===== config.mk =====
export PLATFORM = sky130hd
export DESIGN_NAME = fetch_unit
export DESIGN_NICKNAME = d
export VERILOG_FILES = /design/src/rtl/fetch_unit.sv
export SDC_FILE = /design/constraint.sdc
export NUM_CORES = 1
export LEC_CHECK = 0
export CORE_AREA = 2 2 75 84
export DETAILED_ROUTE_END_ITERATION = 8
export DIE_AREA = 0 0 77 86
export HOLD_SLACK_MARGIN = 0.03
export PLACE_DENSITY_LB_ADDON = 0.12
export SLEW_MARGIN = 25
export SYNTH_ARGS = -nofsm -noshare
export SYNTH_HDL_FRONTEND = slang
export SYNTH_SLANG_ARGS = --single-unit
export TNS_END_PERCENT = 30

===== constraint.sdc =====
create_clock -name clk -period 3.8 [get_ports clk]
set_input_delay 0.76 -clock clk [delete_from_list [all_inputs] [get_ports clk]]
set_output_delay 0.76 -clock clk [all_outputs]
set_load 0.05 [all_outputs]

===== src/rtl/fetch_unit.sv =====
// fetch_unit: instruction fetch stage for the 16-bit / 13-bit-PC pipeline.
// The block owns the program counter. It issues one instruction-memory read
// at a time and holds each fetched word in an output register until decode
// accepts it. Fetch stops on a halt opcode (inst[15:12] == 0), and a redirect
// from branch/jump resolution restarts fetch at a new PC.
//
// Ports:
//   clk, rst_n                : clock and asynchronous active-low reset
//   imem_req, imem_addr       : read request (one cycle) and its address (= pc)
//   imem_rvalid, imem_rdata   : read response; rvalid outside WAIT is ignored
//   if_valid, if_ready        : output handshake towards decode
//   if_pc, if_pc_plus1,
//   if_inst                   : fetched instruction, its address and address+1
//   redirect_valid,
//   redirect_pc               : load a new pc and squash in-flight work
//   halted                    : fetch stopped on a halt opcode
module fetch_unit #(
    parameter int              PC_W     = 13,
    parameter int              INST_W   = 16,
    parameter logic [PC_W-1:0] RESET_PC = '0
) (
    input  logic              clk,
    input  logic              rst_n,
    output logic              imem_req,
    output logic [PC_W-1:0]   imem_addr,
    input  logic              imem_rvalid,
    input  logic [INST_W-1:0] imem_rdata,
    output logic              if_valid,
    input  logic              if_ready,
    output logic [PC_W-1:0]   if_pc,
    output logic [PC_W-1:0]   if_pc_plus1,
    output logic [INST_W-1:0] if_inst,
    input  logic              redirect_valid,
    input  logic [PC_W-1:0]   redirect_pc,
    output logic              halted
);

    typedef enum logic [1:0] {
        S_FETCH,
        S_WAIT,
        S_OUT,
        S_HALT
    } state_t;

    state_t            state_q;
    state_t            state_d;
    logic [PC_W-1:0]   pc;
    logic              squash;

    logic              is_halt_op;
    logic              capture;
    logic              transfer;
    logic              enter_halt;
    logic              leave_out;

    assign is_halt_op = (if_inst[INST_W-1 -: 4] == 4'b0000);

    // State register
    always_ff @(posedge clk or negedge rst_n) begin
        if (!rst_n) begin
            state_q <= S_FETCH;
        end else begin
            state_q <= state_d;
        end
    end

    // Next-state logic
    always_comb begin
        state_d = state_q;
        case (state_q)
            S_FETCH: begin
                if (!redirect_valid) state_d = S_WAIT;
            end
            S_WAIT: begin
                // A redirect arriving with the response also discards it.
                if (imem_rvalid) begin
                    state_d = (squash || redirect_valid) ? S_FETCH : S_OUT;
                end
            end
            S_OUT: begin
                if (redirect_valid) begin
                    state_d = S_FETCH;
                end else if (if_ready) begin
                    state_d = is_halt_op ? S_HALT : S_FETCH;
                end
            end
            S_HALT: begin
                if (redirect_valid) state_d = S_FETCH;
            end
            default: state_d = S_FETCH;
        endcase
    end

    // Output / control strobes
    always_comb begin
        imem_req   = (state_q == S_FETCH) && !redirect_valid;
        imem_addr  = pc;
        capture    = (state_q == S_WAIT) && imem_rvalid && !squash && !redirect_valid;
        transfer   = (state_q == S_OUT) && if_ready && !redirect_valid;
        enter_halt = transfer && is_halt_op;
        leave_out  = (state_q == S_OUT) && (if_ready || redirect_valid);
    end

    // Datapath registers
    always_ff @(posedge clk or negedge rst_n) begin
        if (!rst_n) begin
            pc          <= RESET_PC;
            squash      <= 1'b0;
            if_valid    <= 1'b0;
            if_pc       <= '0;
            if_pc_plus1 <= '0;
            if_inst     <= '0;
            halted      <= 1'b0;
        end else begin
            // A redirect wins over the pc increment in every state.
            if (redirect_valid) begin
                pc <= redirect_pc;
            end else if (transfer && !is_halt_op) begin
                pc <= pc + PC_W'(1);
            end

            if (state_q == S_WAIT) begin
                if (imem_rvalid) begin
                    squash <= 1'b0;
                end else if (redirect_valid) begin
                    squash <= 1'b1;
                end
            end

            if (capture) begin
                if_valid    <= 1'b1;
                if_inst     <= imem_rdata;
                if_pc       <= pc;
                if_pc_plus1 <= pc + PC_W'(1);
            end else if (leave_out) begin
                if_valid <= 1'b0;
            end

            if (enter_halt) begin
                halted <= 1'b1;
            end else if ((state_q == S_HALT) && redirect_valid) begin
                halted <= 1'b0;
            end
        end
    end

endmodule


==> metrics.md <==
| Metric | Value |
|---|---|
| Slew Limit Fails | 0 |
| Dpl ws | approximately 1.1 ns |
| Filler cells | 459 |
| Vias | around 2100 |
| CTS Sinks | 60 |
| Final setup fails | 0 |
| ANT nets after route | 0 |
| Synth top area cells | dfrtp_1 54%, mux2_4 14%, o21ai_0 3.6% |
| Setup TNS Final | 0 ns |
| Layout overhead on the synthesized area | 42.77% |
| First-pass GRT wire length | about 10000 um |
| Hold Vio Cnt, Final | 0 |
| Routed WL | roughly 6300 um |
| Antenna violations before repair | 0 |
| Largest net degree at the start of global routing | 46 |
| Post-synth EDFFs | 0 |
| RSZ-0062 raised after global routing | no |
| Least-Margin Pin Slew | around 0.55 ns |
| Crit path top cell by count | buf_4 |
| Power per cell area | roughly 910 nW/um2 |
| H-tree depth | 3 |
| Die W | slightly below 80 um |
| Drt drc | 0 |
| P_leak | around 0.0017 uW |
| Share of cells above drive strength 1 | between 10% and 20% |
| Post-CTS Setup Bufs | 0 |
| Cells after synthesis | between 200 and 250 |
| Setup CP Type | in2out |
| CTS Buf Count | 9 |
| Placer Congestion | between 0.7 and 0.8 |
| Clk buf depth | 2 |
| Ys async rst share | 100.0% |
| Clk_lat worst skew | around 0.33 ns |
| Pwr Total | roughly 3600 uW |
| CP max stage cell | clkdlybuf4s50_1 |
| Cell Rows | 29 |
| Die span in y | approximately 86 um |
| Yosys warns | 0 |
| Fmax | 382.9 MHz |
| Period utilization | between 60 and 70% |
| Via density | between 5 and 6 |
| Multi-input logic area | 1159 um2 |
| Fin worst setup slack | 1.189 ns |
| Number of global-route vias before repair | roughly 2100 |
| Critical Path End Type | output pin |
| Skew final | 0.006312 ns |
| Post-DP Area | 3725 um2 |
| Worst-path fanout max | 20 |
| Synth Cell Area | between 2000 and 3000 um2 |
| Starting DRT DRC Count | between 100 and 150 |
| Tightest Hold Check Type | in2async |
| Library cells used by synthesis | 37 |
| CP Data Required Time | approximately 3 ns |
| Root Driver | clkbuf_8 |
| Cts hold-fix bufs | 0 |
| Critical Path, Cell by Cell | clkdlybuf4s50_1, buf_4, nor3_1, buf_4 |
| GRT Util Overall | around a fifth |
| Post-synthesis sequential area ratio | between 50% and 60% |
| Register bit total from synthesis | 60 |
| # resized after CTS | 0 |
| Core outline area | 5733 um2 |
| Number of port buffers | between 90 and 100 |
| Outcome | finished clean |
| # IOs | between 90 and 100 |
| Wire per inst | approximately 16 um |
| Total global routing overflow | 0 |
| Starting Density | between 40 and 50% |
| Slew margin rel. | a little under two thirds |
| Post-DP HPWL | roughly 4400 um |
| Nets | 350 |
| Number of diodes | 0 |
| Syn nets | ~260 |
| Final min period | approximately 2.6 ns |
| DR pass1 iterations | 4 |
| Synth area leader | dfrtp_1 |
| Startpoint Class | input port |
| Reg area | between 1500 and 2000 um2 |
| Clk slew on worst S/H paths | ~0.07 ns |
| Full die area | ~6600 um2 |
| Worst vdd ir | between 0.0006 and 0.0007 V |
| Arrival time worst endpoint | ~1.9 ns |
| Predominant post-synthesis flop cell | dfrtp_1 |
| Top-area cell type share of the netlist area | a little over half |
| CTS tree | yes |
| Final Cell Area | 3964 um2 |
| Avg Synthesized Cell Area | 12.39 um2 |
| CP max stage delay | roughly 0.42 ns |
| Max-cap violations | 0 |
==> state kept, by name, summed over array words and instances, names as in the netlist <==
register,cells
squash,1
halted,1
imem_addr,13
if_pc,13
if_valid,1
if_inst,16
if_pc_plus1,13
state_q,2
==> final timing paths <==
| kind | depth (start not counted) | slack [ns] | endpoint | from |
|---|---|---|---|---|
| worst max-delay path | 4 | 1.19 | imem_req | redirect_valid |
| worst min-delay path | 1 | 0.41 | if_inst[3] | rst_n |
| worst max register to register | 5 | 1.72 | imem_addr[10] | if_inst[13] |
| worst min register to register | 2 | 0.49 | if_pc_plus1[6] | if_pc_plus1[6] |
| max in group asynchronous | 2 | 2.82 | if_pc[2] | rst_n |
| min in group clk | 2 | 0.49 | if_pc_plus1[6] | if_pc_plus1[6] |
==> synth_stat cells, types with 2 or more instances <==
library cell and instances:
nor3_1 2, nor3b_1 2, mux2_2 4, xor2_1 7, buf_6 6, buf_2 4
and3_1 2, clkbuf_1 5, o311ai_1 7, inv_1 4, nor4_1 2, nand3_1 6
nand4_1 3, dfrtp_1 60, or3_1 3, o21ai_0 20, a21oi_1 2, nor2_1 3
mux2_4 26, nand2_1 26, o311ai_0 8, xnor2_1 4, and4_1 2, a221o_1 3
==> power by group <==
part | internal, uW | switching (uW) | total, uW | leakage (uW)
Clock | 424 | 245 | 669 | 0.000116
Combinational | 727 | 1140 | 1870 | 0.000894
Sequential | 891 | 196 | 1090 | 0.000731
Total | 2040 | 1580 | 3630 | 0.00174
==> critical path: cells and delay by family <==
| kind | cells | cell delay (ns) |
|---|---|---|
| AND/OR/NAND/NOR | 1 | 0.22 |
| buffers and inverters | 3 | 0.87 |
==> area by class of cell <==
cell class	instances	share of cell area (%)
clock buffers	13	4.261
clock inverters	3	1.705
inverters	4	0.3788
multi-input cells	144	29.23
flip-flops and latches	60	37.88
well taps	77	2.431
repair buffers	96	24.12
==> layer usage <==
layer	track usage [%]	wire length, um	up-vias
li1	-	-	1002
met4	7.305	78	0
met2	32.06	3078	67
met1	26.79	2832	1026
met5	0	0	-
met3	4.316	281	8
==> placed cells by master (no fill, tap or decap), drive strengths merged <==
cell / synthesis / layout
a211oi: 1 / 1
a21oi: 2 / 2
a221o: 3 / 3
a22o: 1 / 1
a31o: 1 / 1
a41oi: 1 / 1
and3: 2 / 2
and4: 2 / 2
buf: 11 / 7
bufinv: 0 / 2
clkbuf: 5 / 13
clkdlybuf4s50: 0 / 89
clkinvlp: 0 / 1
dfrtp: 60 / 60
ha: 1 / 1
inv: 4 / 4
mux2: 30 / 30
mux2i: 1 / 1
nand2: 26 / 26
nand2b: 1 / 1
nand3: 6 / 6
nand3b: 1 / 1
nand4: 3 / 3
nor2: 3 / 3
nor3: 2 / 2
nor3b: 2 / 2
nor4: 2 / 2
o21ai: 20 / 20
o21ba: 1 / 1
o22ai: 1 / 1
o311ai: 15 / 15
o41ai: 1 / 1
or2b: 1 / 1
or3: 3 / 3
xnor2: 4 / 4
xor2: 7 / 7
==> through the flow <==
stage	util [%]	hold slack, ns	cells
2_1_floorplan	-	0.4644	224
3_3_place_gp	64.97	0.4642	381
3_5_place_dp	64.97	0.4774	381
4_1_cts	69.10	0.4927	397
5_1_grt	69.14	0.4350	397
6_report	69.14	0.4086	397
==> logic make-up (layout without fill, tap and decap cells) <==
family | after synthesis | in the layout | synth area share [%]
muxes | 31 | 31 | 16.04
xor gates and xnor gates | 11 | 11 | 3.470
adders and majority gates | 1 | 1 | 0.4506
DFF | 60 | 60 | 54.08
AOI/OAI and AO/OA | 47 | 47 | 11.90
and+or+nand+nor | 54 | 54 | 9.554
buffers and inverters | 20 | 116 | 4.506
Power figures use the tool's default switching activity.
==> variant 1, RTL diff (same settings) <==
Make the reset (`rst_n`) synchronous in 2 clocked blocks. Comments in the files are not updated.
--- a/src/rtl/fetch_unit.sv
+++ b/src/rtl/fetch_unit.sv
@@ -57,5 +57,5 @@
 
     // State register
-    always_ff @(posedge clk or negedge rst_n) begin
+    always_ff @(posedge clk) begin
         if (!rst_n) begin
             state_q <= S_FETCH;
@@ -103,5 +103,5 @@
 
     // Datapath registers
-    always_ff @(posedge clk or negedge rst_n) begin
+    always_ff @(posedge clk) begin
         if (!rst_n) begin
             pc          <= RESET_PC;
Check against the original RTL: differs if rst_n is asserted again (counterexample within 4 cycles, from zero or initial values and one cycle with rst_n low); with rst_n held inactive, the same outputs for 10 cycles.
==> variant 1 against the original RTL <==
Sequential cell count stayed put; routed wire length increased by 14%; cell area is 4.4% lower; synthesized area shrank 7.6%; worst hold slack improved by 0.045 ns; critical path depth unchanged; worst setup slack worse by 0.036 ns; critical path type unchanged; critical endpoint unchanged.
Power is not compared: it rests on default switching activity, and its combinational part moved more than twofold at a synthesized area within 25%.
==> variant 1: results (changes against the original RTL) <==
metric,value,unit,change
status,finished clean,,
wl_met3,424,µm,+51%
grt_first_pass_wirelength,11500,µm,+11%
worst_clock_skew,0.00643,ns,+0.000122 ns
drt-met1-wl,3100,µm,+9.5%
grt.total_usage,22.0,%,+2.1 points
grt_use_met3,3.58,%,-0.74 points
fin_cells,483,,+22%
synth.area.top_cells,"dfxtp_1, nand2_1, a21oi_1",,
worst-path-max-fanout,28,,+40%
dp_hpwl,4800,µm,+8.7%
tightest_slew,0.747,ns,+0.201 ns
routed_wl,7180,µm,+14%
clock-root-buffer,clkbuf_8,,
clk_path_buf_depth,2,,unchanged
drt-pass1-iter-count,7,,+3
yosysSeqAreaShare,46.8,%,-7.2 points
syn_area_per_cell,8.07,µm²,-35%
first_global_vias,2326,,+9.1%
grt_max_degree,33,,-28%
pre_cts_ws,0.888,ns,-0.197 ns
use_met1,27.7,%,+0.95 points
wl_met2,3490,µm,+14%
total_power,0.00167,W,
grtUsageMet2,36.7,%,+4.6 points
drive_gt1_share,6.40,%,-11 points
min-delay-path-class,flip-flop to flip-flop,,
post-place-cells,467,,+23%
insertion_delay,0.34,ns,
synth_commonest_cells,"nand2_1, dfxtp_1, a21oi_1",,
drt_iter0_drc,132,,-11%
clk_pin_slew,0.06,ns,
nNetsFinal,436,,+25%
numPortBuffers,91,,unchanged
async_flop_share,0,%,-100 points
==> variant 1: cell families after synthesis <==
group	Yosys count	share of synthesized area, %
simple gates	117	20.5
mux	1	0.390
flops	60	46.8
compound gates	92	22.8
buf+inv	37	5.56
xor+xnor	10	3.41
fa+ha+maj	1	0.488
==> variant 1: area by class of cell <==
| cell class | count | area [µm²] |
|---|---|---|
| Clock buffer | 13 | 179 |
| Clock inverter | 3 | 90.1 |
| Fill cell | 516 | 1940 |
| Inverter | 13 | 48.8 |
| Multi-Input combinational cell | 221 | 1230 |
| Sequential cell | 60 | 1200 |
| Tap cell | 77 | 96.3 |
| Timing Repair Buffer | 96 | 946 |
==> variant 1: worst paths after layout <==
kind | start | endpoint | slack (ns) | cells after the start
setup / recovery | redirect_valid | imem_req | 1.15 | 4
hold / removal | if_pc[12] | if_pc[12] | 0.45 | 2
setup reg to reg | state_q[1] | imem_addr[7] | 1.25 | 4
hold reg to reg | if_pc[12] | if_pc[12] | 0.45 | 2
==> variant 2, RTL diff (same flow settings) <==
Made on the original files. Set the parameter `INST_W` to 24 (it was 16).
--- a/src/rtl/fetch_unit.sv
+++ b/src/rtl/fetch_unit.sv
@@ -17,5 +17,5 @@
 module fetch_unit #(
     parameter int              PC_W     = 13,
-    parameter int              INST_W   = 16,
+    parameter int              INST_W   = 24,
     parameter logic [PC_W-1:0] RESET_PC = '0
 ) (
Ports: changed (resized if_inst and imem_rdata); port bits go from 92 to 108. The function was not compared with the original's and may differ.
==> variant 2 against the original RTL <==
Sequential share of layout area up 1.4 points; routed wire length up 8.9%; first-iteration DRC count up 6.1%; worst setup slack better by 0.019 ns; sequential power up 12%; cell area up 9.3%; power up 8.7%; sequential cell count up 8; synthesized area up 8.0%.
==> variant 2: results (changes against the original RTL) <==
metric,value,unit,change
status,finished clean,,
topRoutingLayerUsed,met4,,
switchingPower,0.00183,W,+16%
worst_clock_skew,0.0111,ns,+0.00474 ns
synth_top_flop_cell,dfrtp_1,,
pre_cts_ws,0.857,ns,-0.228 ns
nNetsFinal,408,,+17%
avgRoutedWirePerCell,15.3,µm,-3.3%
grt_first_pass_wirelength,11300,µm,+8.8%
dp_hpwl,4980,µm,+13%
synthCells,257,,+15%
regMostFlops,if_inst,,
antenna_found_initial,0,,unchanged
grt_max_degree,53,,+15%
n_fill_cell,437,,-4.8%
routed_wl,6830,µm,+8.9%
synth_commonest_cells,"dfrtp_1, mux2_1, nand2_1",,
worst-path-max-fanout,24,,+20%
total_leakage_power,1.85,nW,+6.3%
fmaxAchievable,386,MHz,+0.72%
cp.arrival,1.83,ns,-0.02 ns
use_met1,28.2,%,+1.4 points
clock-root-buffer,clkbuf_8,,
drive_gt1_share,7.30,%,-10 points
wl_met3,381,µm,+36%
drt-pass1-iter-count,4,,unchanged
numPortBuffers,107,,+18%
insertion_delay,0.35,ns,+0.02 ns
synth.net_count,300,,+16%
post-place-cells,431,,+13%
synth.area.top_cells,"dfrtp_1, mux2_1, o21ai_1",,
yosysSeqAreaShare,56.7,%,+2.7 points
regToRegSetupSlack,1.79,ns,+0.07 ns
timing.hold.ws,0.347,ns,-0.0614 ns
seq_power_share,31.0,%,+1.0 points
gp_congestion,0.778,,+0.95%
wl_met2,3450,µm,+12%
num_vias,2343,,+11%
clkPwrFrac,17.0,%,-1.4 points
peakVddDrop,0.669,mV,+8.6%
ys_types,35,,-5.4%
grt_use_met3,5.26,%,+0.95 points
grtUsageMet2,36.1,%,+4.1 points
grt.total_usage,22.1,%,+2.2 points
drt_iter0_drc,157,,+6.1%
tightest_slew,0.947,ns,+0.401 ns
drt-met1-wl,2870,µm,+1.2%
h-tree-depth,3,,unchanged
largest_register_ff_count,24,,+8
clk_path_buf_depth,2,,unchanged
==> variant 2: cell types whose count changed after synthesis, moves of 7 or more <==
cell	unedited run	this run
mux2_1	0	33
mux2_4	26	0
o21ai_1	0	22
o21ai_0	20	3
dfrtp_1	60	68
o311ai_0	8	0
a21oi_1	2	9
o311ai_1	7	0
==> variant 2: per-stage QoR <==
step           total power [W]  util, %  instance area [µm²]
2_1_floorplan          0.00258        -                 3000
3_3_place_gp           0.00326     71.2                 4080
3_5_place_dp           0.00331     71.6                 4100
4_1_cts                0.00398     75.5                 4330
5_1_grt                0.00412     75.6                 4330
6_report               0.00394     75.6                 4330
==> variant 2: kinds of logic after synthesis <==
logic type	after synthesis	share of synthesized area, %
flip-flops	68	56.7
XOR/XNOR	10	2.92
AND/OR/NAND/NOR	66	10.9
adder cells (fa/ha/maj)	1	0.417
AO/OA/AOI/OAI	55	11.6
buffers and inverters	23	4.67
multiplexers	34	12.7
==> variant 2: path summary, 6_finish.rpt <==
kind / from / to / cells past startpoint
max in group asynchronous: rst_n / imem_addr[1] / 2
min in group clk: if_inst[7] / if_inst[7] / 1
setup reg to reg: if_inst[21] / imem_addr[6] / 4
hold / removal: rst_n / if_inst[13] / 1
setup / recovery: redirect_valid / imem_req / 4
hold reg to reg: if_inst[7] / if_inst[7] / 1
==> variant 2: layout make-up <==
| class | instances | area, µm² | area share (%) |
|---|---|---|---|
| Sequential cell | 68 | 1700 | 39.3 |
| Multi-Input combinational cell | 166 | 1160 | 26.8 |
| Timing Repair Buffer | 113 | 1120 | 25.9 |
| Clock buffer | 10 | 138 | 3.18 |
| Tap cell | 77 | 96.3 | 2.22 |
| Clock inverter | 6 | 87.6 | 2.02 |
| Inverter | 7 | 26.3 | 0.606 |
